[src/rtl/stream_serializer.sv]
`default_nettype none
// ============================================================================
// Module   : stream_serializer
// Purpose  : Splits a wide input word (DATA_WIDTH*RATIO bits) into RATIO
//            output beats of DATA_WIDTH bits, least-significant beat first.
//            A one-word holding buffer lets the next word be accepted while
//            the current one is still being sent. This gives one beat per
//            cycle with no bubble between words.
// Ports    : i_clock        - sole clock, rising edge
//            i_aresetn      - synchronous active-low reset
//            i_clear        - synchronous clear, same effect as reset
//            i_data         - wide input word
//            i_input_valid  - input word valid
//            o_input_ready  - block can take a word (registered)
//            o_data         - current output beat
//            o_output_valid - output beat valid (registered)
//            i_output_ready - downstream ready
//            o_last         - current beat is the final beat of its word
//            o_accept       - input handshake this cycle
//            o_transmit     - output handshake this cycle
// Revision : 1.0 - initial release
// ============================================================================
module stream_serializer #(
  parameter int DATA_WIDTH = 32,
  parameter int RATIO      = 4
) (
  input  logic                          i_clock,
  input  logic                          i_aresetn,
  input  logic                          i_clear,
  input  logic [DATA_WIDTH*RATIO-1:0]   i_data,
  input  logic                          i_input_valid,
  output logic                          o_input_ready,
  output logic [DATA_WIDTH-1:0]         o_data,
  output logic                          o_output_valid,
  input  logic                          i_output_ready,
  output logic                          o_last,
  output logic                          o_accept,
  output logic                          o_transmit
);

  localparam int c_WORD_W = DATA_WIDTH * RATIO;
  localparam int c_CNT_W  = (RATIO > 1) ? $clog2(RATIO) : 1;
  localparam logic [c_CNT_W-1:0] c_CNT_LAST = c_CNT_W'(RATIO - 1);

  localparam logic [1:0] c_EMPTY  = 2'd0;
  localparam logic [1:0] c_ACTIVE = 2'd1;
  localparam logic [1:0] c_FULL   = 2'd2;

  logic [1:0]          state_q, state_d;
  logic [c_CNT_W-1:0]  cnt_q, cnt_d;
  logic [c_WORD_W-1:0] word_q, word_d;
  logic [c_WORD_W-1:0] buf_q, buf_d;
  logic                in_ready_q;
  logic                out_valid_q;

  logic                w_flush;
  logic                w_accept;
  logic                w_transmit;
  logic                w_is_last;
  logic [c_CNT_W-1:0]  w_cnt_inc;
  logic [DATA_WIDTH-1:0] w_beat;

  assign w_flush    = !i_aresetn || i_clear;
  assign w_accept   = i_input_valid && in_ready_q;
  assign w_transmit = out_valid_q && i_output_ready;
  assign w_is_last  = (cnt_q == c_CNT_LAST);

  // Explicit wrap keeps non-power-of-two ratios correct.
  assign w_cnt_inc  = w_is_last ? '0 : cnt_q + c_CNT_W'(1);

  // Beat select as a compare-mux so out-of-range counts for
  // non-power-of-two ratios select nothing instead of reading past the word.
  always_comb begin
    w_beat = '0;
    for (int b = 0; b < RATIO; b++) begin
      if (cnt_q == c_CNT_W'(b)) begin
        w_beat = word_q[b*DATA_WIDTH +: DATA_WIDTH];
      end
    end
  end

  always_comb begin
    state_d = state_q;
    cnt_d   = cnt_q;
    word_d  = word_q;
    buf_d   = buf_q;
    case (state_q)
      c_EMPTY: begin
        if (w_accept) begin
          word_d  = i_data;
          cnt_d   = '0;
          state_d = c_ACTIVE;
        end
      end
      c_ACTIVE: begin
        if (w_transmit && !w_is_last) begin
          cnt_d = w_cnt_inc;
          if (w_accept) begin
            buf_d   = i_data;
            state_d = c_FULL;
          end
        end else if (w_transmit) begin
          // Last beat leaves: a word arriving now goes straight to the
          // word register so the next beat follows without a gap.
          if (w_accept) begin
            word_d  = i_data;
            cnt_d   = '0;
            state_d = c_ACTIVE;
          end else begin
            state_d = c_EMPTY;
          end
        end else if (w_accept) begin
          buf_d   = i_data;
          state_d = c_FULL;
        end
      end
      c_FULL: begin
        if (w_transmit) begin
          if (!w_is_last) begin
            cnt_d = w_cnt_inc;
          end else begin
            word_d  = buf_q;
            cnt_d   = '0;
            state_d = c_ACTIVE;
          end
        end
      end
      default: begin
        state_d = c_EMPTY;
        cnt_d   = '0;
      end
    endcase

    if (w_flush) begin
      state_d = c_EMPTY;
      cnt_d   = '0;
      word_d  = '0;
      buf_d   = '0;
    end
  end

  always_ff @(posedge i_clock) begin
    state_q <= state_d;
    cnt_q   <= cnt_d;
    word_q  <= word_d;
    buf_q   <= buf_d;
    // Handshake flags come from the next state so that o_input_ready has
    // no combinational dependence on i_output_ready.
    if (w_flush) begin
      in_ready_q  <= 1'b0;
      out_valid_q <= 1'b0;
    end else begin
      in_ready_q  <= (state_d != c_FULL);
      out_valid_q <= (state_d != c_EMPTY);
    end
  end

  assign o_input_ready  = in_ready_q;
  assign o_output_valid = out_valid_q;
  assign o_data         = w_beat;
  assign o_last         = out_valid_q && w_is_last;
  assign o_accept       = w_accept;
  assign o_transmit     = w_transmit;

endmodule
`default_nettype wire

[config.mk]
export PLATFORM = sky130hd
export DESIGN_NAME = stream_serializer
export DESIGN_NICKNAME = d
export VERILOG_FILES = /design/src/rtl/stream_serializer.sv
export SDC_FILE = /design/constraint.sdc
export NUM_CORES = 1
export LEC_CHECK = 0
export ABC_AREA = 1
export BUFFER_PORTS_ARGS = -buffer_cell sky130_fd_sc_hd__buf_2
export CELL_PAD_IN_SITES_DETAIL_PLACEMENT = 0
export CELL_PAD_IN_SITES_GLOBAL_PLACEMENT = 2
export CORE_UTILIZATION = 26
export CTS_CLUSTER_DIAMETER = 80
export CTS_CLUSTER_SIZE = 8
export DETAILED_ROUTE_END_ITERATION = 8
export GPL_TIMING_DRIVEN = 0
export PLACE_DENSITY_LB_ADDON = 0.08
export RECOVER_POWER = 25
export SYNTH_ARGS = -nofsm -noshare
export SYNTH_HDL_FRONTEND = slang
export SYNTH_SLANG_ARGS = --single-unit
[constraint.sdc]
create_clock -name i_clock -period 3.9 [get_ports i_clock]
set_input_delay 0.78 -clock i_clock [delete_from_list [all_inputs] [get_ports i_clock]]
set_output_delay 0.78 -clock i_clock [all_outputs]
set_load 0.005 [all_outputs]
After elaboration in Yosys (flattened, before gate mapping)
Cells that the tools add are included.
{ "word_totals": {"ff_bits": 262, "latchBits": 0, "ramBits": 0, "rom_bits": 0, "out_inout_bits": 37, "word_cells": 62, "memories": 0} }
{ "classes": {"n_addsub": 1, "mul": 0, "div_mod_pow": 0, "order_cmp": 0, "n_eq_ne": 12, "shifts": 0, "muxes": 29, "bitwise": 0, "reduce_logical": 14} }
{ "ops": {"columns": ["cell", "n"], "rows": [
  ["128-bit 2-to-1 mux", 8],
  ["128-bit one-hot mux with 3 select lines", 1],
  ["32-bit 2-to-1 mux", 4],
  ["2-bit 2-to-1 mux", 13],
  ["2-bit one-hot mux with 3 select lines", 2],
  ["2-bit != test (second input constant)", 5],
  ["2-bit equality test (second input constant)", 3],
  ["5-bit AND reduction", 1],
  ["2-bit by 1-bit equality test with 1-bit output (second input constant)", 2],
  ["1-bit logical AND", 4],
  ["2-bit logical NOT", 2],
  ["2-bit AND reduction", 2],
  ["3-bit != test (second input constant)", 1],
  ["3-bit nonzero test", 1],
  ["2-bit by 1-bit adder with 2-bit output (second input constant)", 1],
  ["1-bit logical NOT", 2],
  ["2-bit by 1-bit != test with 1-bit output (second input constant)", 1],
  ["2-bit nonzero test", 1],
  ["1-bit logical OR", 1],
  ["1-bit 2-to-1 mux", 1]
]} }

Longest topological paths before layout
Gate-level depths: netlist of run 1.
{ "depth": {"depth_word": 7, "mapped_depth": 11, "mapped_depth_nobuf": 9} }

Worst setup path after synthesis of run 1
OpenSTA, ideal clock, no wires.
{ "synth_path": {"path_type": "register -> output", "start": "register cnt_q[1]", "end": "output o_data[10]", "arrival_ps": 1423, "required_time_ps": 3120, "path_slack_ps": 1697, "path_stages_with_launch": 9, "path_cell_list": "dfxtp_1 inv_1 ha_1 clkbuf_1 buf_1 nand2_1 o21ai_0 nand2_1 a21oi_1"} }
{ "synth_between": {"elab_chain_cells": 5, "elab_cells_between_ends": 8, "classes_between": "3 x eq/ne; 4 x mux; 1 x reduce/logical"} }
{ "synth_lines": {"columns": ["item", "line_no", "text"], "rows": [
  ["start: declaration", "50", "logic [c_CNT_W-1:0] cnt_q, cnt_d;"],
  ["start signal: assignment", "144", "cnt_q <= cnt_d;"],
  ["2-bit logical NOT", "76", "if (cnt_q == c_CNT_W'(b)) begin"],
  ["32-bit 2-to-1 mux (3 in a row)", "76", null],
  ["32-bit 2-to-1 mux (*)", "76", null],
  ["end: declaration", "33", "output logic [DATA_WIDTH-1:0] o_data,"]
]} }
Every way passes the cells marked *; elsewhere a longest branch is shown, timed or not.

Worst setup path in the final report of run 1
{ "layout_path": {"start": "register cnt_q[1]", "end": "output o_data[21]"} }
Same word-level chain as after synthesis.

==> impl_metrics.csv, run 1 <==
group,metric,value,unit
run_status,status,"finished, final reports clean",
clock_tree,cts.sinks,262,
clock_tree,htree_levels,2,
setup_path,cp_slowest_stage_delay,0.38,ns
power_and_ir_drop,p_leak,6.58,nW
timing,fmax,271,MHz
die,chipHeight,225,um
setup_path,arrival,2.91,ns
timing,finClkSkew,0.0117,ns
power_and_ir_drop,peakVddDrop,206,uV
detailed_routing,via_per_inst,4.43,
timing,rsz0062_at_grt,"no",
clock_tree,cts_buffers,38,
final_layout,layout-drive-gt1-share,0.166,
synthesis,synth_top_area_share,0.406,
die,rows,81,
clock_tree,clk_path_buf_depth,3,
detailed_routing,drc,0,
timing,worstMarginPinSlew,1.17,ns
synthesis,ys_top_cells_by_area,"dfxtp_1, nand2_1, nor2_1",
timing,setup_violations,0,
clock_tree,ctsResizeCount,0,
synthesis,synth_area_leader_cell,"dfxtp_1",
synthesis,seq_area_frac_synth,0.406,
power_and_ir_drop,total_power,6.32,mW
setup_path,cpMaxStageDelayCell,"clkbuf_1",
setup_path,critPathLaunchType,"flop",
synthesis,synthArstFlopShare,0,
grt,grt_pass1_vias,12247,
synthesis,synth_edf_count,0,
detailed_routing,drt_wl_total,49.2,mm
min_path,hp-class,"reg2reg",
synthesis,synthTopCellsByCount,"nand2_1, nor2_1, dfxtp_1",
final_layout,finalCoreUtilization,0.319,
setup_path,required,3.12,ns
grt,grt_first_pass_wirelength,73.3,mm
grt,grt_max_degree,11,
timing,fin_crit_sh,0.946,
setup_path,endpoint_kind,"output pin",
setup_path,worstSetupPathType,"reg2out",
die,die-area,50600,um^2
clock_tree,holdBufCountCts,0,
synthesis,synth.avg_cell_area,6.32,um^2
timing,holdWs,0.444,ns
placement,routabilityCongestion,0.822,
placement,io_buffers,169,
final_layout,diodes,0,
detailed_routing,wl_per_cell,16.8,um
final_layout,areaGrowthSynthToFinish,20.9,%
power_and_ir_drop,powerDensity,404,nW/um^2
placement,dp_hpwl,37.2,mm
die,die_w,225,um
placement,placed_cells,2878,
synthesis,syn_area,12900,um^2
timing,finalCriticalPeriod,3.69,ns
flow_run,maxCapViolCount,0,
grt,gr-total-overflow,0,
final_layout,nets,2392,
synthesis,synthCells,2045,
synthesis,synth_warnings,0,
detailed_routing,dr.pass1.iters,7,
timing,slew_violations,0,
setup_path,cpMostUsedCell,"nand2_1",
timing,fin_tns_setup,0,ns
synthesis,ys.flop_type,"dfxtp_1",
synthesis,ys_seq_elements,262,
die,start_util,0.264,
synthesis,synth.net_count,2183,
synthesis,yosysMostFrequentCell,"nand2_1",
clock_tree,post_cts_buffers,0,
final_layout,fin_cells,2921,
detailed_routing,antenna_left,0,
die,ioPinCount,170,
setup_path,crit_chain,"inv_1 -> ha_1 -> clkbuf_1 -> buf_1 -> nand2_1 -> o21ai_0 -> nand2_1 -> a21oi_1 -> buf_2",
clock_tree,insertion_delay,0.55,ns
clock_tree,clock-root-buffer,"clkbuf_16",
synthesis,ys_types,24,
clock_tree,path_clk_slew,0.05,ns
setup_path,critPathMaxFanout,10,
final_layout,fill_cells,5614,
detailed_routing,via_count,12952,
timing,finalHoldViolations,0,
grt,track_usage,0.192,
timing,relSlewSlack,0.222,
grt,antenna_found_initial,1,
clock_tree,cts_tree,"built",
detailed_routing,drtIter0Drc,736,
die,core_area,49100,um^2
metal layers:
| layer | track usage | wire length (um) | share of wire | vias to the layer above |
|---|---|---|---|---|
| li1 | - | - | - | 6804 |
| met3 | 0.0310 | 1870 | 0.038 | 58 |
| met4 | 0.0441 | 879 | 0.018 | 0 |
| met1 | 0.281 | 25300 | 0.51 | 5870 |
| met5 | 0 | 0 | 0 | - |
| met2 | 0.291 | 21100 | 0.43 | 220 |
stage by stage:
step                worst slack, ns  instance area (um^2)
floorplan                      1.70                 12900
global placement              0.690                 14600
detailed placement            0.696                 14600
CTS                           0.199                 15600
global route                 0.0967                 15600
finish                        0.211                 15600
sequential cells by signal, summed over array words and instances, names as in the netlist:
| register | flops |
|---|---|
| buf_q | 128 |
| word_q | 128 |
| o_output_valid | 1 |
| o_input_ready | 1 |
| cnt_q | 2 |
| state_q | 2 |
report_power, final:
part | leakage [nW] | switching [mW] | internal (mW)
logic | 3.95 | 0.327 | 0.187
registers | 2.12 | 0.0250 | 2.72
clock network | 0.508 | 1.22 | 1.84
cells in the final DEF (no fill, tap or decap), drive strengths merged:
master / instances
a21oi: 144
o211ai: 1
ha: 5
clkinv: 18
buf: 254
nor2: 399
dfxtp: 262
o21ai: 241
nand3: 183
and2: 1
nand3b: 1
inv: 204
clkbuf: 113
nand2: 431
path summary, 6_finish.rpt:
path	end	startpoint	slack, ns	cells after the start
worst max-delay path	o_data[21]	cnt_q[1]$_SDFFE_PN0P_	0.21	9
worst min-delay path	buf_q[26]$_SDFFE_PN0P_	buf_q[26]$_SDFFE_PN0P_	0.44	2
worst max register to register	buf_q[76]$_SDFFE_PN0P_	cnt_q[1]$_SDFFE_PN0P_	1.16	8
worst min register to register	buf_q[26]$_SDFFE_PN0P_	buf_q[26]$_SDFFE_PN0P_	0.44	2
worst max-delay path: cells and delay by family, from the launching register on:
kind | cells | cell delay, ns
AO/OA/AOI/OAI | 2 | 0.48
buffers and inverters | 4 | 1.00
adder cells (fa/ha/maj) | 1 | 0.19
AND/OR/NAND/NOR | 2 | 0.31
flip-flops | 1 | 0.37
kinds of logic (layout without fill, tap and decap cells):
family / after synthesis / in the layout / synth area share
and+or+nand+nor: 1015 / 1015 / 0.314
AOI/OAI and AO/OA: 386 / 386 / 0.151
buffers and inverters: 377 / 589 / 0.125
DFF: 262 / 262 / 0.406
adders and majority gates: 5 / 5 / 0.00484
cell type report:
class | count | area, um^2 | area share
inverter | 222 | 833 | 0.0533
clock buffer | 43 | 1030 | 0.0661
timing repair buffer | 169 | 846 | 0.0541
tap | 664 | 831 | 0.0531
sequential | 262 | 5250 | 0.335
multi-input combinational | 1406 | 6070 | 0.388
buffer | 155 | 778 | 0.0498
Note: power is estimated with default switching activity, not from simulation.
==> run 2, diff against run 1 <==
Settings changed: PLACE_DENSITY set to 0.77, PLACE_DENSITY_LB_ADDON 0.08 to unset.
==> impl_metrics.csv, run 2 (synthesis gave the netlist of run 1 again) <==
group,metric,value,unit
die,ioPinCount,170,
die,rows,81,
die,die_w,225,um
die,die-area,50600,um^2
clock_tree,cts_buffers,38,
placement,pre_cts_ws,0.738,ns
setup_path,cpMaxStageDelayCell,"dfxtp_1",
timing,relSlewSlack,0.212,
final_layout,nets,2392,
min_path,hp-class,"reg2reg",
clock_tree,post_cts_buffers,0,
clock_tree,htree_levels,2,
final_layout,areaGrowthSynthToFinish,21.0,%
detailed_routing,via_per_inst,4.43,
setup_path,critPathLaunchType,"flop",
timing,finClkSkew,0.0130,ns
clock_tree,clk_path_buf_depth,3,
clock_tree,insertion_delay,0.54,ns
setup_path,arrival,2.78,ns
grt,gr-total-overflow,0,
detailed_routing,drt_wl_total,46.6,mm
placement,dp_hpwl,35.8,mm
flow_run,maxCapViolCount,0,
placement,routabilityCongestion,0.891,
power_and_ir_drop,p_leak,6.58,nW
clock_tree,clock-root-buffer,"clkbuf_16",
clock_tree,cts_tree,"built",
final_layout,finalCoreUtilization,0.319,
die,chipHeight,225,um
timing,worstMarginPinSlew,1.18,ns
grt,grt_first_pass_wirelength,71.1,mm
final_layout,mostFrequentLayoutCells,"nand2_1, nor2_1, dfxtp_1",
final_layout,layout_commonest_cell,"nand2_1",
clock_tree,ctsResizeCount,0,
run_status,status,"finished, final reports clean",
final_layout,fin_cells,2921,
grt,grt_max_degree,11,
setup_path,critPathMaxFanout,10,
timing,finalCriticalPeriod,3.56,ns
power_and_ir_drop,total_power,6.28,mW
setup_path,endpoint_kind,"output pin",
timing,finalHoldViolations,0,
timing,slew_violations,0,
detailed_routing,drc,0,
setup_path,required,3.12,ns
timing,fmax,281,MHz
timing,rsz0062_at_grt,"no",
grt,grt_pass1_vias,12456,
final_layout,fill_cells,5604,
clock_tree,holdBufCountCts,0,
die,core_area,49100,um^2
final_layout,layout-drive-gt1-share,0.167,
timing,holdWs,0.443,ns
placement,placed_cells,2878,
detailed_routing,wl_per_cell,16.0,um
detailed_routing,drtIter0Drc,841,
grt,track_usage,0.183,
setup_path,cp_slowest_stage_delay,0.36,ns
detailed_routing,dr.pass1.iters,5,
setup_path,worstSetupPathType,"reg2out",
power_and_ir_drop,peakVddDrop,221,uV
placement,io_buffers,169,
timing,fin_crit_sh,0.914,
detailed_routing,via_count,12934,
clock_tree,path_clk_slew,0.05,ns
timing,worst_slack,0.335,ns
grt,antenna_found_initial,0,
timing,fin_tns_setup,0,ns
detailed_routing,antenna_left,0,
final_layout,largest_registers,"buf_q x128, word_q x128",
power_and_ir_drop,powerDensity,402,nW/um^2
placement,placed_area,14600,um^2
setup_path,crit_chain,"inv_1 -> ha_1 -> clkbuf_1 -> buf_1 -> nand2_1 -> o21ai_0 -> nand2_1 -> a21oi_1 -> buf_2",
die,start_util,0.264,
timing,setup_violations,0,
setup_path,cpMostUsedCell,"nand2_1",
final_layout,fin_area,15600,um^2
clock_tree,cts.sinks,262,
[run 2: report_power, final]
part | leakage, nW | internal (mW) | switching [mW]
combinational | 3.95 | 0.187 | 0.323
clock | 0.512 | 1.85 | 1.18
sequential | 2.12 | 2.72 | 0.0243
[run 2: layer usage]
layer,part of all wire,track usage
met1,0.49,0.255
met2,0.44,0.288
met5,0,0
met3,0.042,0.0278
met4,0.025,0.0601
[run 2: final cells by class]
cell class	count	area, um^2	share of cell area
multi-input combinational	1406	6070	0.388
sequential	262	5250	0.335
clock buffer	42	1040	0.0664
timing repair buffer	169	846	0.0541
inverter	222	833	0.0533
tap	664	831	0.0531
buffer	155	778	0.0497
antenna	1	2.50	0.000160
[run 2: critical path: cells and delay by family, from the launching register on]
family,cells,cell delay (ns)
AO/OA/AOI/OAI,2,0.48
adder cells (fa/ha/maj),1,0.18
buffers and inverters,4,0.97
flip-flops,1,0.36
AND/OR/NAND/NOR,2,0.26
[run 2: worst paths after layout]
path	from	endpoint	slack [ns]	cells past startpoint
setup / recovery	cnt_q[1]$_SDFFE_PN0P_	o_data[21]	0.34	9
hold / removal	buf_q[17]$_SDFFE_PN0P_	buf_q[17]$_SDFFE_PN0P_	0.44	2
setup reg to reg	cnt_q[1]$_SDFFE_PN0P_	buf_q[75]$_SDFFE_PN0P_	1.29	8
hold reg to reg	buf_q[17]$_SDFFE_PN0P_	buf_q[17]$_SDFFE_PN0P_	0.44	2
